## src/rtl/bip_control_unit_if.sv

```systemverilog
// Control-unit signal bundle between bip_control_unit (master) and the datapath (slave).
// ctrl_illegal_op exists only when BIP_ILLEGAL_TRAP_EN is defined.
interface bip_control_unit_if #(
  parameter int OPCODE_WIDTH = 5
);
  logic [OPCODE_WIDTH-1:0] ctrl_opcode;
  logic                    ctrl_flag_Z;
  logic                    ctrl_flag_N;
  logic                    ctrl_mem_ready;
  logic                    ctrl_ir_wr;
  logic                    ctrl_pc_wr;
  logic                    ctrl_pc_src;
  logic                    ctrl_acc_wr;
  logic [1:0]              ctrl_acc_src;
  logic                    ctrl_alu_op;
  logic                    ctrl_alu_src_b;
  logic                    ctrl_flags_wr;
  logic                    ctrl_mem_rd;
  logic                    ctrl_mem_wr;
  logic                    ctrl_addr_src;
  logic                    ctrl_halted;
  logic                    ctrl_bus_error;
`ifdef BIP_ILLEGAL_TRAP_EN
  logic                    ctrl_illegal_op;
`endif

  modport master (
    input  ctrl_opcode, ctrl_flag_Z, ctrl_flag_N, ctrl_mem_ready,
    output ctrl_ir_wr, ctrl_pc_wr, ctrl_pc_src, ctrl_acc_wr, ctrl_acc_src,
           ctrl_alu_op, ctrl_alu_src_b, ctrl_flags_wr, ctrl_mem_rd,
           ctrl_mem_wr, ctrl_addr_src, ctrl_halted, ctrl_bus_error
`ifdef BIP_ILLEGAL_TRAP_EN
    , output ctrl_illegal_op
`endif
  );

  modport slave (
    output ctrl_opcode, ctrl_flag_Z, ctrl_flag_N, ctrl_mem_ready,
    input  ctrl_ir_wr, ctrl_pc_wr, ctrl_pc_src, ctrl_acc_wr, ctrl_acc_src,
           ctrl_alu_op, ctrl_alu_src_b, ctrl_flags_wr, ctrl_mem_rd,
           ctrl_mem_wr, ctrl_addr_src, ctrl_halted, ctrl_bus_error
`ifdef BIP_ILLEGAL_TRAP_EN
    , input ctrl_illegal_op
`endif
  );
endinterface

```

## src/rtl/bip_control_unit.sv

```systemverilog
// BIP accumulator-CPU control FSM (FETCH/DECODE/EXECUTE/HALT) with a memory-ready watchdog.
// Define BIP_ILLEGAL_TRAP_EN to trap undefined opcodes into HALT and expose ctrl_illegal_op.
module bip_control_unit #(
  parameter int OPCODE_WIDTH   = 5,
  parameter int TIMEOUT_CYCLES = 15
) (
  input logic                clock,
  input logic                control_reset,
  bip_control_unit_if.master bus
);

  typedef enum logic [1:0] {
    ST_FETCH   = 2'b00,
    ST_DECODE  = 2'b01,
    ST_EXECUTE = 2'b10,
    ST_HALT    = 2'b11
  } state_t;

  localparam logic [OPCODE_WIDTH-1:0] OP_HLT  = OPCODE_WIDTH'(5'd0);
  localparam logic [OPCODE_WIDTH-1:0] OP_STO  = OPCODE_WIDTH'(5'd1);
  localparam logic [OPCODE_WIDTH-1:0] OP_LD   = OPCODE_WIDTH'(5'd2);
  localparam logic [OPCODE_WIDTH-1:0] OP_LDI  = OPCODE_WIDTH'(5'd3);
  localparam logic [OPCODE_WIDTH-1:0] OP_ADD  = OPCODE_WIDTH'(5'd4);
  localparam logic [OPCODE_WIDTH-1:0] OP_ADDI = OPCODE_WIDTH'(5'd5);
  localparam logic [OPCODE_WIDTH-1:0] OP_SUB  = OPCODE_WIDTH'(5'd6);
  localparam logic [OPCODE_WIDTH-1:0] OP_SUBI = OPCODE_WIDTH'(5'd7);
  localparam logic [OPCODE_WIDTH-1:0] OP_BEQ  = OPCODE_WIDTH'(5'd8);
  localparam logic [OPCODE_WIDTH-1:0] OP_BNE  = OPCODE_WIDTH'(5'd9);
  localparam logic [OPCODE_WIDTH-1:0] OP_BGT  = OPCODE_WIDTH'(5'd10);
  localparam logic [OPCODE_WIDTH-1:0] OP_BGE  = OPCODE_WIDTH'(5'd11);
  localparam logic [OPCODE_WIDTH-1:0] OP_BLT  = OPCODE_WIDTH'(5'd12);
  localparam logic [OPCODE_WIDTH-1:0] OP_BLE  = OPCODE_WIDTH'(5'd13);
  localparam logic [OPCODE_WIDTH-1:0] OP_JMP  = OPCODE_WIDTH'(5'd14);

  state_t     state_r;
  state_t     next_state_s;
  logic [7:0] wait_cnt_r;
  logic [7:0] wait_inc_s;
  logic       bus_error_r;
  logic       mem_op_s;
  logic       taken_s;
  logic       undef_op_s;
  logic       waiting_s;
  logic       timeout_s;

  assign undef_op_s = (bus.ctrl_opcode > OP_JMP);
  assign waiting_s  = (state_r == ST_FETCH) || ((state_r == ST_EXECUTE) && mem_op_s);
  assign wait_inc_s = wait_cnt_r + 8'd1;
  // Timeout fires on the wait cycle that would bring the counter up to TIMEOUT_CYCLES.
  assign timeout_s  = waiting_s && !bus.ctrl_mem_ready && (wait_inc_s == 8'(TIMEOUT_CYCLES));

  // Opcode classification: memory-access ops and branch condition evaluation.
  always_comb begin
    mem_op_s = 1'b0;
    taken_s  = 1'b0;
    case (bus.ctrl_opcode)
      OP_STO, OP_LD, OP_ADD, OP_SUB: mem_op_s = 1'b1;
      OP_BEQ: taken_s = bus.ctrl_flag_Z;
      OP_BNE: taken_s = !bus.ctrl_flag_Z;
      OP_BGT: taken_s = !bus.ctrl_flag_Z && !bus.ctrl_flag_N;
      OP_BGE: taken_s = !bus.ctrl_flag_N;
      OP_BLT: taken_s = bus.ctrl_flag_N;
      OP_BLE: taken_s = bus.ctrl_flag_N || bus.ctrl_flag_Z;
      OP_JMP: taken_s = 1'b1;
      default: begin
        mem_op_s = 1'b0;
        taken_s  = 1'b0;
      end
    endcase
  end

  // State register.
  always_ff @(posedge clock or negedge control_reset) begin
    if (!control_reset) state_r <= ST_FETCH;
    else                state_r <= next_state_s;
  end

  // Next-state logic.
  always_comb begin
    next_state_s = state_r;
    case (state_r)
      ST_FETCH: begin
        if (timeout_s)               next_state_s = ST_HALT;
        else if (bus.ctrl_mem_ready) next_state_s = ST_DECODE;
        else                         next_state_s = ST_FETCH;
      end
      ST_DECODE: begin
        if (bus.ctrl_opcode == OP_HLT) next_state_s = ST_HALT;
`ifdef BIP_ILLEGAL_TRAP_EN
        else if (undef_op_s)           next_state_s = ST_HALT;
`endif
        else                           next_state_s = ST_EXECUTE;
      end
      ST_EXECUTE: begin
        if (timeout_s)                          next_state_s = ST_HALT;
        else if (!mem_op_s || bus.ctrl_mem_ready) next_state_s = ST_FETCH;
        else                                    next_state_s = ST_EXECUTE;
      end
      ST_HALT: next_state_s = ST_HALT;
      default: next_state_s = ST_FETCH;
    endcase
  end

  // Handshake wait counter and sticky bus error.
  always_ff @(posedge clock or negedge control_reset) begin
    if (!control_reset) begin
      wait_cnt_r  <= 8'd0;
      bus_error_r <= 1'b0;
    end else begin
      if (waiting_s && !bus.ctrl_mem_ready && !timeout_s) wait_cnt_r <= wait_inc_s;
      else                                                wait_cnt_r <= 8'd0;
      if (timeout_s) bus_error_r <= 1'b1;
      else           bus_error_r <= bus_error_r;
    end
  end

`ifdef BIP_ILLEGAL_TRAP_EN
  logic illegal_r;

  // Sticky undefined-opcode flag, captured as the FSM leaves DECODE.
  always_ff @(posedge clock or negedge control_reset) begin
    if (!control_reset)                             illegal_r <= 1'b0;
    else if ((state_r == ST_DECODE) && undef_op_s)  illegal_r <= 1'b1;
    else                                            illegal_r <= illegal_r;
  end

  assign bus.ctrl_illegal_op = illegal_r;
`endif

  // Output decode: Moore strobes per state, completion strobes qualified by ready on memory ops.
  always_comb begin
    bus.ctrl_ir_wr     = 1'b0;
    bus.ctrl_pc_wr     = 1'b0;
    bus.ctrl_pc_src    = 1'b0;
    bus.ctrl_acc_wr    = 1'b0;
    bus.ctrl_acc_src   = 2'b00;
    bus.ctrl_alu_op    = 1'b0;
    bus.ctrl_alu_src_b = 1'b0;
    bus.ctrl_flags_wr  = 1'b0;
    bus.ctrl_mem_rd    = 1'b0;
    bus.ctrl_mem_wr    = 1'b0;
    bus.ctrl_addr_src  = 1'b0;
    bus.ctrl_halted    = 1'b0;
    bus.ctrl_bus_error = 1'b0;
    if (control_reset) begin
      bus.ctrl_bus_error = bus_error_r;
      case (state_r)
        ST_FETCH: begin
          bus.ctrl_mem_rd = 1'b1;
          bus.ctrl_ir_wr  = bus.ctrl_mem_ready;
        end
        ST_DECODE: bus.ctrl_mem_rd = 1'b0;
        ST_EXECUTE: begin
          case (bus.ctrl_opcode)
            OP_STO: begin
              bus.ctrl_mem_wr   = 1'b1;
              bus.ctrl_addr_src = 1'b1;
              bus.ctrl_pc_wr    = bus.ctrl_mem_ready;
            end
            OP_LD: begin
              bus.ctrl_mem_rd   = 1'b1;
              bus.ctrl_addr_src = 1'b1;
              bus.ctrl_acc_src  = 2'b01;
              bus.ctrl_acc_wr   = bus.ctrl_mem_ready;
              bus.ctrl_pc_wr    = bus.ctrl_mem_ready;
            end
            OP_LDI: begin
              bus.ctrl_acc_src = 2'b10;
              bus.ctrl_acc_wr  = 1'b1;
              bus.ctrl_pc_wr   = 1'b1;
            end
            OP_ADD, OP_SUB: begin
              bus.ctrl_mem_rd   = 1'b1;
              bus.ctrl_addr_src = 1'b1;
              bus.ctrl_alu_op   = (bus.ctrl_opcode == OP_SUB);
              bus.ctrl_acc_wr   = bus.ctrl_mem_ready;
              bus.ctrl_flags_wr = bus.ctrl_mem_ready;
              bus.ctrl_pc_wr    = bus.ctrl_mem_ready;
            end
            OP_ADDI, OP_SUBI: begin
              bus.ctrl_alu_src_b = 1'b1;
              bus.ctrl_alu_op    = (bus.ctrl_opcode == OP_SUBI);
              bus.ctrl_acc_wr    = 1'b1;
              bus.ctrl_flags_wr  = 1'b1;
              bus.ctrl_pc_wr     = 1'b1;
            end
            OP_BEQ, OP_BNE, OP_BGT, OP_BGE, OP_BLT, OP_BLE, OP_JMP: begin
              bus.ctrl_pc_wr  = 1'b1;
              bus.ctrl_pc_src = taken_s;
            end
            default: bus.ctrl_pc_wr = undef_op_s;
          endcase
        end
        ST_HALT: bus.ctrl_halted = 1'b1;
        default: bus.ctrl_halted = 1'b0;
      endcase
    end else begin
      bus.ctrl_halted = 1'b0;
    end
  end

endmodule

```

## src/flat_wrapper.sv

```systemverilog
// flat-port wrapper written by rule: the top's interface ports become plain ports
module bip_control_unit_flat 
#(
  parameter int OPCODE_WIDTH   = 5,
  parameter int TIMEOUT_CYCLES = 15
)
  (clock, control_reset, bus_ctrl_opcode, bus_ctrl_flag_Z, bus_ctrl_flag_N, bus_ctrl_mem_ready, bus_ctrl_ir_wr, bus_ctrl_pc_wr, bus_ctrl_pc_src, bus_ctrl_acc_wr, bus_ctrl_acc_src, bus_ctrl_alu_op, bus_ctrl_alu_src_b, bus_ctrl_flags_wr, bus_ctrl_mem_rd, bus_ctrl_mem_wr, bus_ctrl_addr_src, bus_ctrl_halted, bus_ctrl_bus_error);
  bip_control_unit_if #(.OPCODE_WIDTH(OPCODE_WIDTH)) bus_i ();
  input logic clock;
  input logic control_reset;
  input wire logic [$bits(bus_i.ctrl_opcode)-1:0] bus_ctrl_opcode;
  input wire logic [$bits(bus_i.ctrl_flag_Z)-1:0] bus_ctrl_flag_Z;
  input wire logic [$bits(bus_i.ctrl_flag_N)-1:0] bus_ctrl_flag_N;
  input wire logic [$bits(bus_i.ctrl_mem_ready)-1:0] bus_ctrl_mem_ready;
  output wire logic [$bits(bus_i.ctrl_ir_wr)-1:0] bus_ctrl_ir_wr;
  output wire logic [$bits(bus_i.ctrl_pc_wr)-1:0] bus_ctrl_pc_wr;
  output wire logic [$bits(bus_i.ctrl_pc_src)-1:0] bus_ctrl_pc_src;
  output wire logic [$bits(bus_i.ctrl_acc_wr)-1:0] bus_ctrl_acc_wr;
  output wire logic [$bits(bus_i.ctrl_acc_src)-1:0] bus_ctrl_acc_src;
  output wire logic [$bits(bus_i.ctrl_alu_op)-1:0] bus_ctrl_alu_op;
  output wire logic [$bits(bus_i.ctrl_alu_src_b)-1:0] bus_ctrl_alu_src_b;
  output wire logic [$bits(bus_i.ctrl_flags_wr)-1:0] bus_ctrl_flags_wr;
  output wire logic [$bits(bus_i.ctrl_mem_rd)-1:0] bus_ctrl_mem_rd;
  output wire logic [$bits(bus_i.ctrl_mem_wr)-1:0] bus_ctrl_mem_wr;
  output wire logic [$bits(bus_i.ctrl_addr_src)-1:0] bus_ctrl_addr_src;
  output wire logic [$bits(bus_i.ctrl_halted)-1:0] bus_ctrl_halted;
  output wire logic [$bits(bus_i.ctrl_bus_error)-1:0] bus_ctrl_bus_error;
  assign bus_i.ctrl_opcode = bus_ctrl_opcode;
  assign bus_i.ctrl_flag_Z = bus_ctrl_flag_Z;
  assign bus_i.ctrl_flag_N = bus_ctrl_flag_N;
  assign bus_i.ctrl_mem_ready = bus_ctrl_mem_ready;
  assign bus_ctrl_ir_wr = bus_i.ctrl_ir_wr;
  assign bus_ctrl_pc_wr = bus_i.ctrl_pc_wr;
  assign bus_ctrl_pc_src = bus_i.ctrl_pc_src;
  assign bus_ctrl_acc_wr = bus_i.ctrl_acc_wr;
  assign bus_ctrl_acc_src = bus_i.ctrl_acc_src;
  assign bus_ctrl_alu_op = bus_i.ctrl_alu_op;
  assign bus_ctrl_alu_src_b = bus_i.ctrl_alu_src_b;
  assign bus_ctrl_flags_wr = bus_i.ctrl_flags_wr;
  assign bus_ctrl_mem_rd = bus_i.ctrl_mem_rd;
  assign bus_ctrl_mem_wr = bus_i.ctrl_mem_wr;
  assign bus_ctrl_addr_src = bus_i.ctrl_addr_src;
  assign bus_ctrl_halted = bus_i.ctrl_halted;
  assign bus_ctrl_bus_error = bus_i.ctrl_bus_error;
  bip_control_unit #(.OPCODE_WIDTH(OPCODE_WIDTH), .TIMEOUT_CYCLES(TIMEOUT_CYCLES)) u_core (.clock(clock), .control_reset(control_reset), .bus(bus_i));
endmodule
```

## config.mk

```make
export PLATFORM = sky130hd
export DESIGN_NAME = bip_control_unit_flat
export DESIGN_NICKNAME = d
export VERILOG_FILES = /design/src/rtl/bip_control_unit_if.sv /design/src/rtl/bip_control_unit.sv /design/src/flat_wrapper.sv
export SDC_FILE = /design/constraint.sdc
export NUM_CORES = 1
export LEC_CHECK = 0
export CORE_ASPECT_RATIO = 1.25
export CORE_MARGIN = 2
export CORE_UTILIZATION = 44
export CTS_BUF_LIST = sky130_fd_sc_hd__clkbuf_2
export CTS_CLUSTER_SIZE = 30
export DETAILED_ROUTE_END_ITERATION = 16
export PLACE_DENSITY = 0.74
export SLEW_MARGIN = 25
export SYNTH_ARGS = -nofsm -noshare
export SYNTH_HDL_FRONTEND = slang
export SYNTH_SLANG_ARGS = --single-unit
```

## constraint.sdc

```tcl
create_clock -name clock -period 2.3 [get_ports clock]
set_input_delay 0.69 -clock clock [delete_from_list [all_inputs] [get_ports clock]]
set_output_delay 0.69 -clock clock [all_outputs]
set_load 0.01 [all_outputs]
```

==> flow_metrics.tcl <==
set metrics [dict create \
    run_status "finished, violations left" \
    failed_checks "negative setup slack" \
    cp-startpoint "bus_ctrl_opcode[2]" \
    worstPathRequired_ns 1.61 \
    power_uw 753.9 \
    routed_via_density 5.459 \
    layout_min_cycle_time_ns 2.340 \
    seq_area_frac_synth 0.3202 \
    die_w_um 43.54 \
    r2r_start "u_core.wait_cnt_r[0]" \
    initial_utilization 0.4754 \
    synth.top_cells.by_count "nor2_1, dfrtp_1, nor3_1" \
    io-pin-count 24 \
    fill_cells 114 \
    fin_hold_ws_ns 0.4536 \
    max_freq_mhz 427.4 \
    finalHoldViolations 0 \
    grt_usage 0.2316 \
    grt_pass1_wl_um 3974 \
    vias 939 \
    cp.arrival_ns 1.65 \
    antenna_found_initial 0 \
    place_hpwl_um 1673 \
    finalNetCount 166 \
    regArea_um2 275.3 \
    core_um2 1808 \
    die_h_um 53.42 \
    cts_sinks 11 \
    clock_path_buffers 2 \
    synth_xor_area_frac 0.09316 \
    dieArea_um2 2325 \
    diodes 0 \
    endpoint_kind "output pin" \
    netlist_area_um2 859.6 \
    antenna_left 0 \
    yosysWarnings 0 \
    firstDrtPassIters 4 \
    synth_area_leaders "dfrtp_1, nor2_1, xor2_1" \
    met1_length_um 1011 \
    syn_inst 93 \
    cts_tree "done" \
    reg2reg_slack_ns 0.60 \
    synth_enable_flop_cells 0 \
    reg2reg_to "u_core.state_r[0]" \
    multi_input_area_um2 650.6 \
    slew_violations 0 \
    globalRouteOverflowTotal 0 \
    async_flop_share 1.000 \
    pre_cts_ws_ns -1.027 \
    critPathKind "in2out" \
    first_iter_violations 14 \
    postLayoutSetupSlackWorst_ns -0.03978 \
    yosysMostFrequentCell "nor2_1" \
    row_count 17 \
    synth_top_area_cell "dfrtp_1" \
    top_layer "met4" \
    synthAdderAreaFrac 0.04076 \
    avgRoutedWirePerCell_um 14.52 \
    wl_met2_um 1371 \
    hold_class "in2async" \
    wl_met3_um 92 \
    worst_pin_slew_ns 0.3156 \
    syn_nets 105 \
    setup_viol 1 \
    ys_ff_latch 11 \
    avgSynthCellArea_um2 9.243 \
    portBuffers 23 \
    clkSlewWorstSetupHoldPaths_ns 0.11 \
    rr_worst_depth 5 \
    synth_compound_area_frac 0.1252 \
    cap_violations 0 \
    first_global_vias 934 \
    ys.flop_type "dfrtp_1" \
    route.detailed.drc 0 \
    finalCritPeriodShare 1.017 \
    relSlewSlack 0.7877 \
    synth.distinct_cells 39 \
    synthSimpleGateAreaFrac 0.3595 \
    leakage_uw 0.0006945 \
    muxShareOfSynthArea 0.01310 \
    cts_max_level 1 \
    crit_fanout 5 \
    drive_gt1_frac 0.6013 \
    cts-buffers-inserted 3 \
    synth_top_area_frac 0.3202 \
    drt_wl_total_um 2497 \
    grt_max_degree 12 \
    rsz0062_at_grt "true" \
    synth_top_family_by_area "simple AND/OR/NAND/NOR gates" \
    final.setup.tns_ns -0.03978 \
    clk_latency_ns 0.25 \
    area_delta_synth_final_pct 69.72 \
    skew_ns 0.01009 \
    place.gp.congestion 0.8353 \
    power_density_nw_per_um2 516.7 \
    cp-start-kind "primary input" \
    peakVddDrop_uv 322.9 \
    root_buffer "clkbuf_2" \
]
[worst max-delay path by stage]
stage | slack [ns] | to
CTS | -0.09 | bus_ctrl_pc_src
floorplan | -0.03 | bus_ctrl_pc_src
finish | -0.04 | bus_ctrl_pc_src
global route | -0.12 | bus_ctrl_pc_src
detailed placement | -1.03 | bus_ctrl_pc_src
global placement | -0.99 | bus_ctrl_pc_src
[metal layers]
metal,GRT usage,up-vias
met2,0.4353,31
met1,0.2624,445
li1,-,459
met3,0.03413,4
met4,0.07576,0
met5,0,-
[state kept, by name, summed over array words and instances, names as in the netlist]
| signal | flops |
|---|---|
| u_core.state_r | 2 |
| u_core.wait_cnt_r | 8 |
| u_core.bus_error_r | 1 |
[layout by cell type (no fill, tap or decap), types with 3 or more instances in the layout]
cell and instances:
buf_4 34, nor3_1 3, nand3_1 4, dfrtp_1 11, buf_6 9, o21ai_2 3
and3_1 3, buf_2 14, nor2_1 14, xor2_1 4, clkbuf_2 4
[timing repair]
action | 4_1_cts | 5_1_grt
setup buffers | 10 | 2
gates resized for setup | 111 | 16
hold buffers | 0 | 0
endpoints found under the setup margin | 14 | 12
pin swaps | 12 | 11
[metrics by stage]
step | utilization | area [µm²] | cells
2_1_floorplan | - | 894.6 | 93
3_3_place_gp | 0.7176 | 1297 | 156
3_5_place_dp | 0.7176 | 1297 | 156
4_1_cts | 0.7675 | 1388 | 170
5_1_grt | 0.8069 | 1459 | 172
6_report | 0.8069 | 1459 | 172
[critical path: stages]
cell	delay, ns
buf_12	0.11
buf_6	0.11
xnor2_2	0.11
a221o_1	0.29
o21ai_1	0.15
nor4b_2	0.06
buf_2	0.13
[cell families after synthesis]
group                    count (synthesis)
AO/OA/AOI/OAI                           12
flip-flops                              11
XOR/XNOR                                 7
buffers and inverters                    9
adder cells (fa/ha/maj)                  3
AND/OR/NAND/NOR                         50
multiplexers                             1
[power by group]
group	leakage [µW]	switching [µW]	internal, µW	total (µW)
registers	0.000147	20.3	222	242
logic	0.000531	196	209	405
clock network	0.0000166	61.2	46.2	107
total	0.000694	277	477	754
[area by class of cell]
class,count,area share
Tap cell,19,0.01630
Clock buffer,4,0.01372
Timing Repair Buffer,61,0.3250
Multi-Input combinational cell,73,0.4460
Sequential cell,11,0.1887
Inverter,4,0.01029
Power figures use the tool's default switching activity.
